--- src/rtl/pipe_rx_block_decoder.sv ---
`default_nettype none
// ============================================================================
// Module   : pipe_rx_block_decoder
// Purpose  : Gen3 128b/130b receive block decoder. Sits directly behind the
//            PIPE Rx interface, assembles 128-bit blocks from per-PCLK beats,
//            classifies ordered sets, extracts TS fields and counts
//            consecutive identical TSs, and hands data blocks to the framer.
// Ports    : PCLK, reset (async, active-high)
//            RxData/RxDataValid/RxStartBlock/RxSyncHeader/RxValid - PIPE Rx
//            blk_data/blk_data_valid   - completed data block + pulse
//            os_valid/os_type          - completed ordered set + class
//            ts_*                      - TS symbols 1..5 of the last TS1/TS2
//            ts_consec_cnt             - saturating identical-TS counter
//            hdr_err/blk_err           - error pulses
// Options  : define PIPE_RX_TS_ID_CHECK_EN to require TS identifier symbols
//            6..15 (0x4A for TS1, 0x45 for TS2) before classifying a TS.
// Revision : 1.0 - initial release
// ============================================================================
module pipe_rx_block_decoder #(
    parameter int DATA_W   = 32,
    parameter int TS_CNT_W = 4
) (
    input  logic                PCLK,
    input  logic                reset,
    input  logic [DATA_W-1:0]   RxData,
    input  logic                RxDataValid,
    input  logic                RxStartBlock,
    input  logic [1:0]          RxSyncHeader,
    input  logic                RxValid,
    output logic [127:0]        blk_data,
    output logic                blk_data_valid,
    output logic                os_valid,
    output logic [2:0]          os_type,
    output logic [7:0]          ts_link_num,
    output logic [7:0]          ts_lane_num,
    output logic [7:0]          ts_n_fts,
    output logic [7:0]          ts_rate_id,
    output logic [7:0]          ts_train_ctl,
    output logic [TS_CNT_W-1:0] ts_consec_cnt,
    output logic                hdr_err,
    output logic                blk_err
);

    localparam int BEATS  = 128 / DATA_W;
    localparam int BCNT_W = (BEATS > 1) ? $clog2(BEATS) : 1;

    localparam logic [BCNT_W-1:0]   c_last_beat = BCNT_W'(BEATS - 1);
    localparam logic [TS_CNT_W-1:0] c_cnt_max   = {TS_CNT_W{1'b1}};

    localparam logic [2:0] c_os_ts1   = 3'd0;
    localparam logic [2:0] c_os_ts2   = 3'd1;
    localparam logic [2:0] c_os_eieos = 3'd2;
    localparam logic [2:0] c_os_eios  = 3'd3;
    localparam logic [2:0] c_os_skp   = 3'd4;
    localparam logic [2:0] c_os_unk   = 3'd7;

    typedef enum logic [1:0] {
        S_IDLE    = 2'd0,
        S_COLLECT = 2'd1,
        S_EMIT    = 2'd2
    } state_t;

    state_t                state_q, state_d;
    logic [BCNT_W-1:0]     beat_cnt_q, beat_cnt_d;
    logic [127:0]          block_q, block_d;
    logic                  is_os_q, is_os_d;
    logic                  prev_ts2_q, prev_ts2_d;

    logic [127:0]          blk_data_q, blk_data_d;
    logic                  blk_data_valid_q, blk_data_valid_d;
    logic                  os_valid_q, os_valid_d;
    logic [2:0]            os_type_q, os_type_d;
    logic [7:0]            ts_link_num_q, ts_link_num_d;
    logic [7:0]            ts_lane_num_q, ts_lane_num_d;
    logic [7:0]            ts_n_fts_q, ts_n_fts_d;
    logic [7:0]            ts_rate_id_q, ts_rate_id_d;
    logic [7:0]            ts_train_ctl_q, ts_train_ctl_d;
    logic [TS_CNT_W-1:0]   ts_consec_cnt_q, ts_consec_cnt_d;
    logic                  hdr_err_q, hdr_err_d;
    logic                  blk_err_q, blk_err_d;

    logic                  w_is_eieos;
    logic                  w_is_eios;
    logic                  w_ts1_ok;
    logic                  w_ts2_ok;
    logic [2:0]            w_os_type;
    logic                  w_ts_same;
    logic                  w_start;
    logic                  w_hdr_ok;

    // ------------------------------------------------------------------
    // Ordered-set classification of the assembled block
    // ------------------------------------------------------------------
    always_comb begin
        w_is_eieos = 1'b1;
        w_is_eios  = 1'b1;
        for (int i = 0; i < 16; i++) begin
            if (block_q[8*i +: 8] != ((i % 2 == 0) ? 8'h00 : 8'hFF)) w_is_eieos = 1'b0;
            if (block_q[8*i +: 8] != 8'h66) w_is_eios = 1'b0;
        end
    end

`ifdef PIPE_RX_TS_ID_CHECK_EN
    always_comb begin
        w_ts1_ok = 1'b1;
        w_ts2_ok = 1'b1;
        for (int i = 6; i < 16; i++) begin
            if (block_q[8*i +: 8] != 8'h4A) w_ts1_ok = 1'b0;
            if (block_q[8*i +: 8] != 8'h45) w_ts2_ok = 1'b0;
        end
    end
`else
    assign w_ts1_ok = 1'b1;
    assign w_ts2_ok = 1'b1;
`endif

    always_comb begin
        case (block_q[7:0])
            8'h1E:   w_os_type = w_ts1_ok   ? c_os_ts1   : c_os_unk;
            8'h2D:   w_os_type = w_ts2_ok   ? c_os_ts2   : c_os_unk;
            8'hAA:   w_os_type = c_os_skp;
            8'h00:   w_os_type = w_is_eieos ? c_os_eieos : c_os_unk;
            8'h66:   w_os_type = w_is_eios  ? c_os_eios  : c_os_unk;
            default: w_os_type = c_os_unk;
        endcase
    end

    // Same TS type and same symbols 1..5 as the last TS seen
    assign w_ts_same = (prev_ts2_q == (w_os_type == c_os_ts2)) &&
                       (block_q[15:8]  == ts_link_num_q)  &&
                       (block_q[23:16] == ts_lane_num_q)  &&
                       (block_q[31:24] == ts_n_fts_q)     &&
                       (block_q[39:32] == ts_rate_id_q)   &&
                       (block_q[47:40] == ts_train_ctl_q);

    assign w_start  = RxValid && RxDataValid && RxStartBlock;
    assign w_hdr_ok = (RxSyncHeader == 2'b01) || (RxSyncHeader == 2'b10);

    // ------------------------------------------------------------------
    // Next-state logic
    // ------------------------------------------------------------------
    always_comb begin
        state_d          = state_q;
        beat_cnt_d       = beat_cnt_q;
        block_d          = block_q;
        is_os_d          = is_os_q;
        prev_ts2_d       = prev_ts2_q;
        blk_data_d       = blk_data_q;
        blk_data_valid_d = 1'b0;
        os_valid_d       = 1'b0;
        os_type_d        = os_type_q;
        ts_link_num_d    = ts_link_num_q;
        ts_lane_num_d    = ts_lane_num_q;
        ts_n_fts_d       = ts_n_fts_q;
        ts_rate_id_d     = ts_rate_id_q;
        ts_train_ctl_d   = ts_train_ctl_q;
        ts_consec_cnt_d  = ts_consec_cnt_q;
        hdr_err_d        = 1'b0;
        blk_err_d        = 1'b0;

        case (state_q)
            S_COLLECT: begin
                if (!RxValid) begin
                    blk_err_d  = 1'b1;
                    state_d    = S_IDLE;
                    beat_cnt_d = '0;
                end else if (RxDataValid && !RxStartBlock) begin
                    for (int b = 0; b < BEATS; b++) begin
                        if (beat_cnt_q == BCNT_W'(b)) block_d[b*DATA_W +: DATA_W] = RxData;
                    end
                    if (beat_cnt_q == c_last_beat) begin
                        state_d    = S_EMIT;
                        beat_cnt_d = '0;
                    end else begin
                        beat_cnt_d = beat_cnt_q + BCNT_W'(1);
                    end
                end else if (w_start) begin
                    // Truncated block; the restart itself is handled below
                    blk_err_d = 1'b1;
                end
            end
            S_EMIT: begin
                state_d = S_IDLE;
            end
            default: begin
                state_d = S_IDLE;
            end
        endcase

        // Beat 0 of a new block: from IDLE, on the EMIT edge (no bubble),
        // or replacing a truncated block in COLLECT.
        if (w_start) begin
            if (w_hdr_ok) begin
                block_d[DATA_W-1:0] = RxData;
                is_os_d             = (RxSyncHeader == 2'b01);
                beat_cnt_d          = BCNT_W'(1);
                state_d             = S_COLLECT;
            end else begin
                hdr_err_d  = 1'b1;
                beat_cnt_d = '0;
                state_d    = S_IDLE;
            end
        end

        // Emission reads block_q, so a new beat 0 landing on this edge is safe
        if ((state_q == S_EMIT) && RxValid) begin
            if (is_os_q) begin
                os_valid_d = 1'b1;
                os_type_d  = w_os_type;
                if ((w_os_type == c_os_ts1) || (w_os_type == c_os_ts2)) begin
                    ts_link_num_d  = block_q[15:8];
                    ts_lane_num_d  = block_q[23:16];
                    ts_n_fts_d     = block_q[31:24];
                    ts_rate_id_d   = block_q[39:32];
                    ts_train_ctl_d = block_q[47:40];
                    prev_ts2_d     = (w_os_type == c_os_ts2);
                    if (!w_ts_same) begin
                        ts_consec_cnt_d = TS_CNT_W'(1);
                    end else if (ts_consec_cnt_q != c_cnt_max) begin
                        ts_consec_cnt_d = ts_consec_cnt_q + TS_CNT_W'(1);
                    end
                end else if (w_os_type != c_os_skp) begin
                    ts_consec_cnt_d = '0;
                end
            end else begin
                blk_data_d       = block_q;
                blk_data_valid_d = 1'b1;
                ts_consec_cnt_d  = '0;
            end
        end

        if (blk_err_d || !RxValid) begin
            ts_consec_cnt_d = '0;
        end
    end

    // ------------------------------------------------------------------
    // State registers
    // ------------------------------------------------------------------
    always_ff @(posedge PCLK or posedge reset) begin
        if (reset) begin
            state_q          <= S_IDLE;
            beat_cnt_q       <= '0;
            block_q          <= '0;
            is_os_q          <= 1'b0;
            prev_ts2_q       <= 1'b0;
            blk_data_q       <= '0;
            blk_data_valid_q <= 1'b0;
            os_valid_q       <= 1'b0;
            os_type_q        <= '0;
            ts_link_num_q    <= '0;
            ts_lane_num_q    <= '0;
            ts_n_fts_q       <= '0;
            ts_rate_id_q     <= '0;
            ts_train_ctl_q   <= '0;
            ts_consec_cnt_q  <= '0;
            hdr_err_q        <= 1'b0;
            blk_err_q        <= 1'b0;
        end else begin
            state_q          <= state_d;
            beat_cnt_q       <= beat_cnt_d;
            block_q          <= block_d;
            is_os_q          <= is_os_d;
            prev_ts2_q       <= prev_ts2_d;
            blk_data_q       <= blk_data_d;
            blk_data_valid_q <= blk_data_valid_d;
            os_valid_q       <= os_valid_d;
            os_type_q        <= os_type_d;
            ts_link_num_q    <= ts_link_num_d;
            ts_lane_num_q    <= ts_lane_num_d;
            ts_n_fts_q       <= ts_n_fts_d;
            ts_rate_id_q     <= ts_rate_id_d;
            ts_train_ctl_q   <= ts_train_ctl_d;
            ts_consec_cnt_q  <= ts_consec_cnt_d;
            hdr_err_q        <= hdr_err_d;
            blk_err_q        <= blk_err_d;
        end
    end

    assign blk_data       = blk_data_q;
    assign blk_data_valid = blk_data_valid_q;
    assign os_valid       = os_valid_q;
    assign os_type        = os_type_q;
    assign ts_link_num    = ts_link_num_q;
    assign ts_lane_num    = ts_lane_num_q;
    assign ts_n_fts       = ts_n_fts_q;
    assign ts_rate_id     = ts_rate_id_q;
    assign ts_train_ctl   = ts_train_ctl_q;
    assign ts_consec_cnt  = ts_consec_cnt_q;
    assign hdr_err        = hdr_err_q;
    assign blk_err        = blk_err_q;

endmodule
`default_nettype wire

--- config.mk ---
export PLATFORM = sky130hd
export DESIGN_NAME = pipe_rx_block_decoder
export DESIGN_NICKNAME = d
export VERILOG_FILES = /design/src/rtl/pipe_rx_block_decoder.sv
export SDC_FILE = /design/constraint.sdc
export NUM_CORES = 1
export LEC_CHECK = 0
export ABC_AREA = 1
export BUFFER_PORTS_ARGS = -buffer_cell sky130_fd_sc_hd__buf_4
export CORE_ASPECT_RATIO = 0.5
export CORE_MARGIN = 2
export CORE_UTILIZATION = 45
export CTS_BUF_LIST = sky130_fd_sc_hd__clkbuf_16
export DETAILED_ROUTE_END_ITERATION = 10
export GPL_TIMING_DRIVEN = 0
export MAX_ROUTING_LAYER = met4
export PLACE_DENSITY = 0.69
export SLEW_MARGIN = 20
export SYNTH_ARGS = -nofsm -noshare
export SYNTH_HDL_FRONTEND = slang
export SYNTH_SLANG_ARGS = --single-unit
--- constraint.sdc ---
create_clock -name PCLK -period 13 [get_ports PCLK]
set_input_delay 2.6 -clock PCLK [delete_from_list [all_inputs] [get_ports PCLK]]
set_output_delay 2.6 -clock PCLK [all_outputs]
set_load 0.02 [all_outputs]
==> results.yml, run 1 <==
yosys:
  syn_nets: 1648
  ys_types: 33
  yosys_warnings: 0
  synth.avg_cell_area_um2: 8.34
  yosys_most_used_dff: "dfrtp_1"
  ys_async_sr_fraction_pct: 100
  synth_top_cell_by_area: "dfrtp_1"
  synth_enable_flop_cells: 0
  synthTopCellsByArea: "dfrtp_1 59%, nand2_1 16%, o21ai_0 5.3%"
  synthCells: 1603
  ys_seq_area_share_pct: 58.6
  ys_ff_latch: 313
  synthesis.area_um2: 13400
  synth_top_area_share_pct: 58.6
worst_setup_path:
  worstSetupPathType: "in2reg"
  r2r_slack_ns: 10.75
  path_max_fanout: 10
  critPathSlowestCell: "nor2_4"
  crit_path_start_kind: "input pin"
  critical_path.max_stage_delay_ns: 0.34
  startpoint: "RxValid"
  critPathArrivalTime_ns: 4.32
  path_cells: "buf_4 -> inv_2 -> nor3_2 -> inv_2 -> nor2_4 -> inv_2 -> buf_6 -> clkbuf_1 -> nand2_1 -> o21ai_1"
  rr_startpoint: "block_q[32]$_DFFE_PP0P_"
  endpoint_kind: "flop"
  cp_common_cell: "inv_2"
  crit_required_ns: 13.44
layout:
  layout.cells.non_filler: 2266
  final_common_cell: "nand2_1"
  layout_common_cells: "579 x nand2_1, 313 x dfrtp_1, 217 x buf_4"
  finish.instance_area_um2: 16400
  fin_nets: 1898
  nFillCells: 2643
  drive_gt1_share_pct: 17.0
  synthToLayoutAreaGrowth_pct: 23.0
clock_network:
  cts_made_buffers: 28
  clock_latency_ns: 0.57
  clkSinkCount: 313
  holdBufCountCts: 0
  htreeDepth: 1
  cts_root_buf: "clkbuf_16"
  cts_setup_buffers: 0
  clockBufferDepth: 3
  cts_tree: "yes"
  cts_resized: 0
  path_clk_slew_ns: 0.07
placement:
  dpl.cell_count: 2214
  dpl.hpwl_um: 31900
  gp_congestion: 0.920
  place_area_um2: 15600
  pre_cts_ws_ns: 8.55
  io_buffers: 217
global_route:
  antenna_found_initial: 1
  grt_overflow: 0
  grtUsageTotal_pct: 28.3
  grt_max_degree: 106
  grt_pass1_vias: 11117
  grt_pass1_wl_um: 65000
timing:
  min_period_over_period_pct: 29.9
  fmax_mhz: 258
  fin_skew_ns: 0.0118
  finalSetupTns_ns: 0
  setup_violations: 0
  relSlewSlack_pct: 47.1
  hold_violations: 0
  period_minus_slack_ns: 3.88
  worstMarginPinSlew_ns: 0.786
  fin_ws_ns: 9.12
  final_max_slew_viol_count: 0
  rsz0062_at_grt: "false"
floorplanning:
  fp.dieH_um: 126
  initial_core_util_pct: 45.9
  std_cell_rows: 44
  fp.coreArea_um2: 29100
  die-area_um2: 31200
  die_x_um: 248
  ioPinCount: 218
power_and_ir_drop:
  p_leak_nw: 8.25
  power_density_nw_per_um2: 140
  vdd_ir_drop_max_mv: 0.111
routing:
  vias: 11847
  wl_um: 42100
  routed_via_density: 5.23
  firstDrtPassIters: 6
  drtIter0Drc: 1122
  wl_per_cell_um: 18.6
  antenna_left: 0
  drcViolationCount: 0
status:
  status: "finished clean"
job:
  maxCapViolations: 0
min_path:
  min-delay-start: "blk_data[57]$_DFFE_PP0P_"
  hold_path_class: "reg2reg"
[area by class of cell]
cell class	instances	area (µm²)	share of cell area (%)
well taps	391	489	2.97
multi-input cells	1053	4620	28.1
repair buffers	220	1710	10.4
flip-flops and latches	313	7830	47.6
inverters	178	676	4.11
diodes	1	2.50	0.0152
clock inverters	23	163	0.989
plain buffers	59	255	1.55
clock buffers	28	701	4.26
[metrics by stage]
| stage | util [%] | total power [W] | hold slack [ns] |
|---|---|---|---|
| 2_1_floorplan | - | 0.00136 | 0.453 |
| 3_3_place_gp | 53.2 | 0.00150 | 0.457 |
| 3_5_place_dp | 53.5 | 0.00151 | 0.459 |
| 6_report | 56.5 | 0.00231 | 0.470 |
| 4_1_cts | 56.5 | 0.00231 | 0.476 |
| 5_1_grt | 56.5 | 0.00241 | 0.500 |
[flip-flops by register name, summed over array words and instances, names as in the netlist, 3 cells and up]
register and count:
block_q 128, blk_data 128, os_type 3, ts_n_fts 8, ts_link_num 8, ts_rate_id 8, ts_train_ctl 8, ts_consec_cnt 4
ts_lane_num 8
[worst max-delay path: cells and delay by family]
kind,cells,cell delay (ns)
buf+inv,6,0.99
simple gates,3,0.65
compound gates,1,0.07
[cells in the mapped netlist (5+ instances only)]
library cell / number
inv_2: 18
buf_2: 21
o21ai_0: 141
nand3_1: 24
nor2_2: 5
clkbuf_1: 33
nor3_1: 24
dfrtp_1: 313
inv_1: 160
nor2_1: 92
nand4_1: 26
ha_1: 6
nand2_1: 579
o21ai_1: 123
[cells by family (layout without fill, tap and decap cells)]
family	Yosys count	after routing	share of synthesized area, %
compound gates	274	274	10.4
simple gates	769	769	23.3
xor+xnor	4	4	0.262
buf+inv	237	508	6.90
other cells	0	1	0
fa+ha+maj	6	6	0.561
flops	313	313	58.6
[report_power, final]
group | switching [W] | internal (W) | leakage [nW]
clock network | 0.000375 | 0.000431 | 0.447
registers | 0.0000919 | 0.00106 | 4.01
logic | 0.000236 | 0.000111 | 3.79
total | 0.000703 | 0.00160 | 8.25
[per-layer routing]
metal / share of wire [%] / vias up / wire length [µm] / track usage [%]
li1: - / 5574 / - / -
met1: 43 / 5702 / 18300 / 39.3
met2: 44 / 470 / 18400 / 40.6
met3: 9.7 / 101 / 4070 / 7.82
met4: 3.1 / 0 / 1290 / 8.45
met5: 0 / - / 0 / -
[worst paths after layout]
check / to / cells after the start
max: blk_data[79]$_DFFE_PP0P_ / 10
min: blk_data[57]$_DFFE_PP0P_ / 2
max reg2reg: os_type[2]$_DFFE_PP0P_ / 9
min reg2reg: blk_data[57]$_DFFE_PP0P_ / 2
max in group asynchronous: ts_n_fts[4]$_DFFE_PP0P_ / 5
min in group asynchronous: blk_data[85]$_DFFE_PP0P_ / 2
Power figures use the tool's default switching activity.
==> inputs of run 2 (changes only) <==
- PLACE_DENSITY: 0.69 -> 0.71
- clock period: 13 -> 3.45 ns (I/O delays scaled with it)
==> results.yml, run 2 (synthesis gave the netlist of run 1 again) <==
worst_setup_path:
  cp_num_buf_inv: 1
  endpoint_kind: "flop"
  r2r_slack_ns: 1.24
  critPathArrivalTime_ns: 2.66
  startpoint: "block_q[32]$_DFFE_PP0P_"
  critPathSlowestCell: "nor4_1"
  cp-endpoint: "os_type[2]$_DFFE_PP0P_"
  rr_startpoint: "block_q[32]$_DFFE_PP0P_"
  cp.depth: 9
  critical_path.max_stage_delay_ns: 0.62
  reg2regPathDepth: 9
  path_max_fanout: 4
  cp_common_cell: "nand2_1"
  crit_family: "simple AND/OR/NAND/NOR gates"
  crit_path_start_kind: "flop"
  worstSetupPathType: "reg2reg"
  crit_required_ns: 3.90
  path_cells: "inv_1 -> nand2_1 -> nor4_1 -> nand3_1 -> nor2_1 -> nand2_1 -> nand2_1 -> nand3_1 -> o21a_1"
  rr_endpoint: "os_type[2]$_DFFE_PP0P_"
power_and_ir_drop:
  power_density_nw_per_um2: 527
  p_leak_nw: 8.31
  power_w: 0.00874
  vdd_ir_drop_max_mv: 0.402
floorplanning:
  die-area_um2: 31200
  fp.coreArea_um2: 29100
  std_cell_rows: 44
  ioPinCount: 218
  initial_core_util_pct: 45.9
  die_x_um: 248
  fp.dieH_um: 126
global_route:
  grt_pass1_vias: 11661
  antenna_found_initial: 0
  grtUsageTotal_pct: 28.8
  grt_pass1_wl_um: 66700
  grt_overflow: 0
  grt_max_degree: 36
routing:
  wl_per_cell_um: 18.8
  antenna_left: 0
  vias: 11950
  drcViolationCount: 0
  wl_um: 42800
  routed_via_density: 5.26
  drtIter0Drc: 1299
  firstDrtPassIters: 6
timing:
  setup_violations: 0
  hold_violations: 0
  min_period_over_period_pct: 64.0
  worstMarginPinSlew_ns: 0.724
  relSlewSlack_pct: 51.3
  rsz0062_at_grt: "false"
  fmax_mhz: 453
  period_minus_slack_ns: 2.21
  finalSetupTns_ns: 0
  final_max_slew_viol_count: 0
  fin_skew_ns: 0.0219
clock_network:
  clockBufferDepth: 3
  clkSinkCount: 313
  htreeDepth: 1
  holdBufCountCts: 0
  cts_setup_buffers: 0
  clock_latency_ns: 0.58
  cts_made_buffers: 28
  cts_tree: "yes"
  cts_root_buf: "clkbuf_16"
  path_clk_slew_ns: 0.07
  cts_resized: 0
placement:
  dpl.hpwl_um: 32800
  io_buffers: 217
  gp_congestion: 0.965
layout:
  layout_common_cells: "579 x nand2_1, 313 x dfrtp_1, 217 x buf_4"
  synthToLayoutAreaGrowth_pct: 24.0
  final_common_cell: "nand2_1"
  fin_nets: 1905
  drive_gt1_share_pct: 17.3
job:
  maxCapViolations: 0
status:
  status: "finished clean"
min_path:
  hold_path_class: "in2async"
[run 2: worst min path at each step]
stage / endpoint / slack [ns] / startpoint / depth (start not counted)
6_report: blk_data[64]$_DFFE_PP0P_ / 0.16 / reset / 2
5_1_grt: blk_data[73]$_DFFE_PP0P_ / 0.17 / reset / 2
4_1_cts: blk_data[64]$_DFFE_PP0P_ / 0.16 / reset / 2
3_5_place_dp: blk_data[81]$_DFFE_PP0P_ / 0.46 / blk_data[81]$_DFFE_PP0P_ / 2
3_3_place_gp: blk_data[112]$_DFFE_PP0P_ / 0.46 / blk_data[112]$_DFFE_PP0P_ / 2
2_1_floorplan: block_q[51]$_DFFE_PP0P_ / 0.45 / block_q[51]$_DFFE_PP0P_ / 2
[run 2: cell type report]
type                       count  area, µm²
fill                        2626      12500
sequential                   313       7830
multi-input combinational   1053       4620
timing repair buffer         227       1840
clock buffer                  28        701
inverter                     178        672
tap                          391        489
buffer                        59        255
clock inverter                23        179
antenna                        1       2.50
[run 2: where the power goes]
group          switching, W  internal, W  total (W)
registers          0.000354      0.00399    0.00435
clock network       0.00144      0.00163    0.00307
logic              0.000891     0.000431    0.00132
[run 2: metal layers]
metal / global-route usage (%) / vias to the layer above / routed length [µm]
li1: - / 5581 / -
met1: 39.4 / 5808 / 18400
met2: 42.5 / 465 / 19200
met3: 6.93 / 96 / 3720
met4: 8.74 / 0 / 1430
met5: - / - / 0
[run 2: stage by stage]
stage               util, %  std cells  area [µm²]  hold slack (ns)  worst slack [ns]
floorplan                 -       1603       13400            0.453             -1.41
global placement       53.2       2211       15500            0.458             -3.21
detailed placement     53.9       2221       15700            0.461             0.938
CTS                    56.9       2272       16600            0.159              1.29
global route           56.9       2272       16600            0.175              1.16
finish                 56.9       2273       16600            0.155              1.24
==> inputs of run 3 (changes only) <==
- clock period: 3.45 -> 2 ns (I/O delays scaled with it)
==> results.yml, run 3 (synthesis gave the netlist of run 1 again) <==
worst_setup_path:
  critical_path.max_stage_delay_ns: 0.50
  critPathSlowestCell: "dfrtp_2"
  endpoint_kind: "flop"
  crit_required_ns: 2.45
  critPathArrivalTime_ns: 2.37
  crit_path_start_kind: "flop"
  cp_common_cell: "nand2_1"
  path_max_fanout: 5
  path_cells: "nor3_1 -> nand3b_1 -> nor3_2 -> nand2_1 -> nor2_1 -> nand2_1 -> nand2_1 -> nand3_1 -> o21a_1"
  worstSetupPathType: "reg2reg"
clock_network:
  cts_tree: "yes"
  htreeDepth: 1
  cts_root_buf: "clkbuf_16"
  clockBufferDepth: 3
  clock_latency_ns: 0.58
  cts_made_buffers: 28
  path_clk_slew_ns: 0.07
  clkSinkCount: 313
power_and_ir_drop:
  vdd_ir_drop_max_mv: 0.693
  p_leak_nw: 8.37
  power_density_nw_per_um2: 905
routing:
  routedLengthMet1_um: 18500
  routed_via_density: 5.28
  wl_um: 42900
  routed.top_layer: "met4"
  vias: 12023
  wl_met3_um: 3800
  antenna_left: 0
  drcViolationCount: 0
  firstDrtPassIters: 7
  dr_wl_met2_um: 19200
  drtIter0Drc: 1255
  wl_per_cell_um: 18.9
layout:
  multiInputGateArea_um2: 4680
  fin_nets: 1910
  seq_area_um2: 7840
  final_common_cell: "nand2_1"
  synthToLayoutAreaGrowth_pct: 25.2
  drive_gt1_share_pct: 19.4
  nFillCells: 2619
  layout_common_cells: "578 x nand2_1, 309 x dfrtp_1, 220 x buf_4"
global_route:
  antenna_found_initial: 0
  grt_overflow: 0
  grt_max_degree: 36
  grt_pass1_wl_um: 66700
  grtUsageTotal_pct: 28.8
  grt_pass1_vias: 11665
timing:
  fin_skew_ns: 0.0218
  finalSetupTns_ns: 0
  relSlewSlack_pct: 64.8
  fmax_mhz: 522
  period_minus_slack_ns: 1.92
  worstMarginPinSlew_ns: 0.526
  worst_hold_slack_ns: 0.0672
  rsz0062_at_grt: "true"
  min_period_over_period_pct: 95.8
  final_max_slew_viol_count: 0
  setup_violations: 0
  hold_violations: 0
placement:
  gp_congestion: 0.965
  dpl.hpwl_um: 32800
  io_buffers: 217
status:
  status: "finished clean"
floorplanning:
  std_cell_rows: 44
  initial_core_util_pct: 45.9
  die_x_um: 248
  fp.coreArea_um2: 29100
  die-area_um2: 31200
  fp.dieH_um: 126
  ioPinCount: 218
job:
  maxCapViolations: 0
min_path:
  hold_path_class: "in2reg"
## run 3: cell types whose count changed in the layout (fill, tap and decap cells not counted), moves of 2 or more
cell      previous run  this run
nand3_1             24        21
nor2_2               5         7
clkbuf_2             0        15
nor3_2               3         6
buf_4              217       220
dfrtp_1            313       309
dfrtp_2              0         4
nor2_1              92        89
clkbuf_1            33        17
nor3_1              24        21
inv_1              166       162
nand3_2              2         5
inv_2               18        21
## run 3: through the flow
stage	total power, W	setup slack, ns	instances	area, µm²	utilization, %
2_1_floorplan	0.00881	-2.57	1603	13400	-
3_3_place_gp	0.00973	-4.37	2211	15500	53.2
3_5_place_dp	0.00983	-0.222	2221	15700	53.9
4_1_cts	0.0151	-0.00414	2274	16600	57.1
5_1_grt	0.0158	-0.0318	2277	16700	57.5
6_report	0.0151	0.0838	2278	16700	57.5
## run 3: worst paths after layout
kind,startpoint,depth (start not counted),slack [ns],endpoint
min in group asynchronous,reset,3,0.42,blk_data[64]$_DFFE_PP0P_
worst max register to register,block_q[35]$_DFFE_PP0P_,9,0.08,os_type[2]$_DFFE_PP0P_
worst max-delay path,block_q[35]$_DFFE_PP0P_,9,0.08,os_type[2]$_DFFE_PP0P_
max in group asynchronous,reset,6,0.52,os_type[0]$_DFFE_PP0P_
worst min register to register,blk_data[106]$_DFFE_PP0P_,2,0.47,blk_data[106]$_DFFE_PP0P_
worst min-delay path,RxData[3],3,0.07,block_q[99]$_DFFE_PP0P_
## run 3: where the power goes
part | total [W] | switching, W | internal, W | leakage, nW
combinational | 0.00234 | 0.00157 | 0.000763 | 3.92
sequential | 0.00751 | 0.000616 | 0.00689 | 4.00
clock | 0.00529 | 0.00248 | 0.00282 | 0.451
## run 3: final cells by class
class,count,share of cell area [%]
buffer,59,1.67
clock buffer,28,4.19
antenna,1,0.0150
tap,391,2.92
timing repair buffer,232,11.3
sequential,313,46.8
clock inverter,23,1.07
inverter,178,4.03
multi-input combinational,1053,28.0
## run 3: what timing repair did
action                                  4_1_cts  5_1_grt
hold endpoints to repair                     15        0
gates resized for setup                       5       52
buffers inserted                              1        3
hold buffers                                  1        0
pin swaps                                     1        4
endpoints found under the setup margin       53      172
## run 3: metal layers
layer	vias up	global-route usage (%)
met1	5868	39.5
li1	5589	-
met5	-	-
met4	0	8.95
met2	471	42.5
met3	95	6.73
## run 3: critical path: cells and delay by family (launching register included)
| family | cells | cell delay, ns |
|---|---|---|
| DFF | 1 | 0.50 |
| and+or+nand+nor | 8 | 1.13 |
| AOI/OAI and AO/OA | 1 | 0.17 |
